### config.mk
export PLATFORM = sky130hd
export DESIGN_NAME = relu_layer_seq
export DESIGN_NICKNAME = d
export VERILOG_FILES = /design/src/rtl/relu_layer_seq.sv
export SDC_FILE = /design/constraint.sdc
export NUM_CORES = 1
export LEC_CHECK = 0
export BUFFER_PORTS_ARGS = -buffer_cell sky130_fd_sc_hd__buf_2
export CAP_MARGIN = 5
export CORE_MARGIN = 4
export CORE_UTILIZATION = 30
export DETAILED_ROUTE_END_ITERATION = 10
export PLACE_DENSITY_LB_ADDON = 0.15
export SLEW_MARGIN = 0
export SYNTH_ARGS = -nofsm -noshare
export SYNTH_HDL_FRONTEND = slang
export SYNTH_SLANG_ARGS = --single-unit
### constraint.sdc
create_clock -name clk -period 8.3 [get_ports clk]
set_input_delay 2.49 -clock clk [delete_from_list [all_inputs] [get_ports clk]]
set_output_delay 2.49 -clock clk [all_outputs]
set_load 0.005 [all_outputs]
### src/rtl/relu_layer_seq.sv
// Streams LEN words from the source buffer through the leaky-ReLU unit into the destination buffer.
// Read-to-write latency 2 cycles; a one-entry skid register absorbs the in-flight read under wr_ready backpressure.
module relu_layer_seq #(
  parameter int BIT_WIDTH  = 32,
  parameter int ADDR_WIDTH = 10,
  parameter int LEN_WIDTH  = 11
) (
  input  logic                  clk,
  input  logic                  rst_n,
  input  logic                  start,
  input  logic [LEN_WIDTH-1:0]  len,
  input  logic [ADDR_WIDTH-1:0] src_base,
  input  logic [ADDR_WIDTH-1:0] dst_base,
  input  logic                  bypass,
  output logic                  busy,
  output logic                  done,
  output logic                  rd_en,
  output logic [ADDR_WIDTH-1:0] rd_addr,
  input  logic [BIT_WIDTH-1:0]  rd_data,
  output logic [BIT_WIDTH-1:0]  act_x,
  input  logic [BIT_WIDTH-1:0]  act_y,
  output logic                  wr_en,
  output logic [ADDR_WIDTH-1:0] wr_addr,
  output logic [BIT_WIDTH-1:0]  wr_data,
  input  logic                  wr_ready
);

  typedef enum logic [1:0] {IDLE, RUN, DRAIN, DONE} state_e;

  state_e                state_q, state_d;
  logic [LEN_WIDTH-1:0]  len_q, len_d;
  logic [LEN_WIDTH-1:0]  rd_cnt_q, rd_cnt_d;
  logic [LEN_WIDTH-1:0]  wr_cnt_q, wr_cnt_d;
  logic [ADDR_WIDTH-1:0] src_q, src_d;
  logic [ADDR_WIDTH-1:0] dst_q, dst_d;
  logic                  byp_q, byp_d;
  logic                  infl_q, infl_d;
  logic                  wv_q, wv_d;
  logic [BIT_WIDTH-1:0]  cap_q, cap_d;
  logic                  skid_vld_q, skid_vld_d;
  logic [BIT_WIDTH-1:0]  skid_q, skid_d;
  logic                  wr_fire;
  logic                  w_free;

  assign wr_fire = wv_q && wr_ready;
  assign w_free  = !wv_q || wr_ready;

  // A read is only issued when both the skid slot and the write stage can absorb it.
  assign rd_en   = (state_q == RUN) && (rd_cnt_q < len_q) && !skid_vld_q && w_free;
  assign rd_addr = src_q + rd_cnt_q[ADDR_WIDTH-1:0];
  assign act_x   = cap_q;
  assign wr_en   = wv_q;
  assign wr_addr = dst_q + wr_cnt_q[ADDR_WIDTH-1:0];
  assign wr_data = wv_q ? (byp_q ? cap_q : act_y) : '0;
  assign busy    = (state_q == RUN) || (state_q == DRAIN);
  assign done    = (state_q == DONE);

  always_comb begin
    state_d    = state_q;
    len_d      = len_q;
    src_d      = src_q;
    dst_d      = dst_q;
    byp_d      = byp_q;
    rd_cnt_d   = rd_cnt_q;
    wr_cnt_d   = wr_cnt_q;
    infl_d     = rd_en;
    wv_d       = wv_q;
    cap_d      = cap_q;
    skid_vld_d = skid_vld_q;
    skid_d     = skid_q;

    if (rd_en)   rd_cnt_d = rd_cnt_q + 1'b1;
    if (wr_fire) wr_cnt_d = wr_cnt_q + 1'b1;

    // Skid entry is older than the in-flight word, so it enters the write stage first.
    if (w_free) begin
      if (skid_vld_q) begin
        wv_d       = 1'b1;
        cap_d      = skid_q;
        skid_vld_d = infl_q;
        if (infl_q) skid_d = rd_data;
      end else if (infl_q) begin
        wv_d  = 1'b1;
        cap_d = rd_data;
      end else begin
        wv_d = 1'b0;
      end
    end else if (infl_q) begin
      skid_vld_d = 1'b1;
      skid_d     = rd_data;
    end

    case (state_q)
      IDLE: begin
        if (start) begin
          len_d    = len;
          src_d    = src_base;
          dst_d    = dst_base;
          byp_d    = bypass;
          rd_cnt_d = '0;
          wr_cnt_d = '0;
          state_d  = (len != '0) ? RUN : DONE;
        end
      end
      RUN:     if (rd_cnt_q == len_q) state_d = DRAIN;
      DRAIN:   if (wr_cnt_d == len_q) state_d = DONE;
      DONE:    state_d = IDLE;
      default: state_d = IDLE;
    endcase
  end

  always_ff @(posedge clk or negedge rst_n) begin
    if (!rst_n) begin
      state_q    <= IDLE;
      len_q      <= '0;
      src_q      <= '0;
      dst_q      <= '0;
      byp_q      <= 1'b0;
      rd_cnt_q   <= '0;
      wr_cnt_q   <= '0;
      infl_q     <= 1'b0;
      wv_q       <= 1'b0;
      cap_q      <= '0;
      skid_vld_q <= 1'b0;
      skid_q     <= '0;
    end else begin
      state_q    <= state_d;
      len_q      <= len_d;
      src_q      <= src_d;
      dst_q      <= dst_d;
      byp_q      <= byp_d;
      rd_cnt_q   <= rd_cnt_d;
      wr_cnt_q   <= wr_cnt_d;
      infl_q     <= infl_d;
      wv_q       <= wv_d;
      cap_q      <= cap_d;
      skid_vld_q <= skid_vld_d;
      skid_q     <= skid_d;
    end
  end

endmodule

==> tab_implementation.tex <==
\begin{tabular}{lr}
\hline
Metric & Value \\
\hline
\multicolumn{2}{l}{\textbf{STA}} \\
\quad Post-Route Skew & 7.88 ps \\
\quad Worst Tran Pin Value & 968 ps \\
\quad Maximum clock rate & 159 MHz \\
\quad Relative slew slack & 0.355 \\
\quad Pins Over Slew Limit & 0 \\
\quad RSZ-0062 raised after global routing & no \\
\quad Final setup fails & 0 \\
\quad Final Cycle Share & 0.758 \\
\quad Count of final hold-check violations & 0 \\
\quad Final critical delay including setup and external delays & 6290 ps \\
\quad Total Negative Setup Slacks & 0 ps \\
\multicolumn{2}{l}{\textbf{Cells and area}} \\
\quad Area Growth Syn to Fin & 26.4\% \\
\quad Final std cell area, no fill & 9030 µm² \\
\quad Final Util & 0.385 \\
\quad Filler Cell Count & 2453 \\
\quad Share of post-route cells with drive strength above 1 & 0.306 \\
\quad Post-Layout Cell Count & 1242 \\
\quad Ant diodes & 0 \\
\quad Final-stage net count & 1048 \\
\multicolumn{2}{l}{\textbf{Yosys}} \\
\quad Share of synthesized registers carrying an async set or reset & 1.00 \\
\quad Count of cell types in the netlist & 58 \\
\quad Mean area per synthesized cell & 9.75 µm² \\
\quad Combined area of all synthesized cells & 7150 µm² \\
\quad Biggest area consumer among synthesized cells & sky130\_fd\_sc\_hd\_\_dfrtp\_1 \\
\quad Top-count cell post-synth & sky130\_fd\_sc\_hd\_\_dfrtp\_1 \\
\quad Sequential share of the synthesized area & 0.431 \\
\quad Synthesized flop and latch total & 123 \\
\quad Top cell types by occurrence after synthesis & sky130\_fd\_sc\_hd\_\_dfrtp\_1, sky130\_fd\_sc\_hd\_\_nand2\_1, sky130\_fd\_sc\_hd\_\_mux2i\_1 \\
\quad Most frequently used flop master after synthesis & sky130\_fd\_sc\_hd\_\_dfrtp\_1 \\
\quad Fraction of synthesized cell area taken by the top area cell type & 0.431 \\
\quad Synthesized netlist net count & 871 \\
\quad EDFF count, synth & 0 \\
\quad Post-synthesis cell count & 733 \\
\quad Count of warnings emitted by yosys & 0 \\
\quad Cell types occupying the most area after synthesis & sky130\_fd\_sc\_hd\_\_dfrtp\_1, sky130\_fd\_sc\_hd\_\_mux2i\_1, sky130\_fd\_sc\_hd\_\_ha\_1, sky130\_fd\_sc\_hd\_\_mux2\_2, sky130\_fd\_sc\_hd\_\_nand2\_1 \\
\multicolumn{2}{l}{\textbf{Worst setup path}} \\
\quad WS Path Type & input pin to output port \\
\quad Launch instance of the worst register-to-register path & wr\_en \\
\quad R2R Setup Slk & 5750 ps \\
\quad Largest fanout on the critical path & 21 \\
\quad Required time of the critical path & 5810 ps \\
\quad Most used cell along the critical path & sky130\_fd\_sc\_hd\_\_buf\_2 \\
\quad Worst reg2reg path depth & 8 \\
\quad Capturing point of the worst reg2reg path & state\_q[1] \\
\quad Startpoint Class & input pin \\
\quad Series of cell instances along the critical path & buf\_2, nor2b\_1, nor2\_1, nand4b\_1, nor3\_2, buf\_4, buf\_2 \\
\quad Worst Path Arrival & 3800 ps \\
\quad Sort of element at the end of the critical path & output port \\
\quad Library cell contributing the largest single delay on the critical path & sky130\_fd\_sc\_hd\_\_nor2b\_1 \\
\quad Maximum single-stage delay on the critical path & 470 ps \\
\multicolumn{2}{l}{\textbf{Die}} \\
\quad Die Span X & 162 µm \\
\quad Num ports & 188 \\
\quad Total core area & 23500 µm² \\
\quad Area enclosed by the die boundary & 26400 µm² \\
\quad Starting Density & 0.305 \\
\quad \# rows & 56 \\
\quad Vertical extent of the die & 162 µm \\
\multicolumn{2}{l}{\textbf{Pwr}} \\
\quad Int Power & 1.12 mW \\
\quad Proportion of power drawn by combinational gates & 0.045 \\
\quad Clk pwr share & 0.533 \\
\quad Maximum ir drop on the vdd rail & 0.0000847 V \\
\quad Final total power & 1.46 mW \\
\quad Net Sw Power & 338 µW \\
\quad Leakage power total & 4.49 nW \\
\quad Relative contribution of sequential cells to total power & 0.422 \\
\quad Switching Share & 0.232 \\
\quad Areal power density over the cells & 161 nW/µm² \\
\multicolumn{2}{l}{\textbf{Clock network}} \\
\quad Htree depth & 4 \\
\quad Clock Sink Count & 123 \\
\quad Clock insertion delay at the later pin of the skew report & 410 ps \\
\quad CTS tree & done \\
\quad CTS buffer count & 17 \\
\quad Root buffer cell & sky130\_fd\_sc\_hd\_\_clkbuf\_16 \\
\quad Clock transition at the registers of the reported paths & 60 ps \\
\quad Number of cells upsized or downsized after cts & 0 \\
\quad Number of hold-repair buffers added at the cts stage & 0 \\
\quad Deepest clock path buffer count & 2 \\
\quad Post-CTS setup buffers & 0 \\
\multicolumn{2}{l}{\textbf{Drt}} \\
\quad Vias per std cell & 4.67 \\
\quad Wirelength per Cell & 15.0 µm \\
\quad Via Count & 5803 \\
\quad Iter 0 DRT Violations & 211 \\
\quad Wire length after detailed routing & 18700 µm \\
\quad Number of detailed-route iterations in the first pass & 4 \\
\quad Post-detailed-route count of antenna-violating nets & 0 \\
\quad Remaining routing DRC violations & 0 \\
\multicolumn{2}{l}{\textbf{Run}} \\
\quad Max-cap violations & 0 \\
\multicolumn{2}{l}{\textbf{Min path}} \\
\quad End point of the worst hold path & src\_q[4] \\
\quad Worst hold path depth & 2 \\
\quad Beginning of the worst hold path & src\_q[4] \\
\quad Path type of the worst min-delay path & flip-flop to flip-flop \\
\multicolumn{2}{l}{\textbf{Placed design}} \\
\quad HPWL Detailed & 13100 µm \\
\quad \# port buffers & 187 \\
\quad Count of placed standard cells including taps & 1210 \\
\quad Cell area reported after detailed placement & 8420 µm² \\
\quad Placer Congestion & 0.754 \\
\multicolumn{2}{l}{\textbf{Global routing}} \\
\quad Number of antenna violations at the first check in global routing & 3 \\
\quad Maximum number of pins on one net before global-route repair & 65 \\
\quad First-pass GRT wire length & 30600 µm \\
\quad Via count of the first global-routing pass & 5878 \\
\quad Sum of overflow across all layers after global routing & 0 \\
\quad Global-route total usage across every layer & 0.144 \\
\multicolumn{2}{l}{\textbf{Outcome}} \\
\quad Run status & complete, no violations \\
\hline
\end{tabular}
[through the flow]
step	hold slack, ps	worst slack [ps]
6_report	476	2010
5_1_grt	492	1910
4_1_cts	483	1990
3_5_place_dp	467	2010
3_3_place_gp	464	2050
2_1_floorplan	450	2720
[sequential cells by signal, indices dropped and copies added (netlist names)]
name and count:
rd_cnt_q 11, skid_vld_q 1, infl_q 1, wr_en 1, state_q 2, byp_q 1
act_x 32, wr_cnt_q 11, src_q 10, len_q 11, skid_q 32, dst_q 10
[metal layers]
metal,up-vias,share of wire,track usage
li1,2896,-,-
met1,2740,0.46,0.189
met2,141,0.47,0.237
met3,20,0.056,0.0382
met4,6,0.012,0.0392
met5,-,0.0018,0
[how the worst max path moves through the flow]
| stage | startpoint | end | slack, ps | depth (start not counted) |
|---|---|---|---|---|
| 2_1_floorplan | wr_ready | rd_en | 2720 | 5 |
| 3_3_place_gp | wr_ready | rd_en | 2050 | 7 |
| 3_5_place_dp | wr_ready | rd_en | 2010 | 7 |
| 4_1_cts | wr_ready | rd_en | 1990 | 7 |
| 5_1_grt | wr_ready | rd_en | 1910 | 7 |
| 6_report | wr_ready | rd_en | 2010 | 7 |
[layout make-up]
type                       instances  area [µm²]  area share
sequential                       123        3080       0.341
clock inverter                    15         188      0.0208
timing repair buffer             196        1010       0.111
multi-input combinational        543        3830       0.424
inverter                          29         109      0.0120
clock buffer                      17         425      0.0471
tap                              319         399      0.0442
[cell usage in the layout, fill, tap and decap left out, types with 23 or more instances in the layout]
cell type	instances
sky130_fd_sc_hd__a21oi_1	56
sky130_fd_sc_hd__buf_2	186
sky130_fd_sc_hd__dfrtp_1	121
sky130_fd_sc_hd__ha_1	36
sky130_fd_sc_hd__inv_1	29
sky130_fd_sc_hd__mux2_2	32
sky130_fd_sc_hd__mux2i_1	69
sky130_fd_sc_hd__nand2_1	93
sky130_fd_sc_hd__nor2_1	61
sky130_fd_sc_hd__nor2b_1	37
sky130_fd_sc_hd__o21ai_0	23
[cells by family (layout without fill, tap and decap cells)]
family | Yosys count | after routing | synth area share
simple gates | 249 | 249 | 0.168
flops | 123 | 123 | 0.431
compound gates | 122 | 122 | 0.104
mux | 101 | 101 | 0.147
buf+inv | 67 | 257 | 0.0375
fa+ha+maj | 39 | 39 | 0.0700
xor+xnor | 32 | 32 | 0.0431
[worst max-delay path: cells and delay by family]
kind / cells / cell delay, ps
buffers and inverters: 3 / 530
AND/OR/NAND/NOR: 4 / 780
[power groups by stage]
stage | Combinational [mW] | Sequential (mW) | Clock, mW
6_report | 0.0653 | 0.615 | 0.776
5_1_grt | 0.0758 | 0.616 | 0.830
4_1_cts | 0.0676 | 0.615 | 0.802
3_5_place_dp | 0.0675 | 0.626 | 0
3_3_place_gp | 0.0665 | 0.626 | 0
2_1_floorplan | 0.0158 | 0.625 | 0
Power figures use the tool's default switching activity.
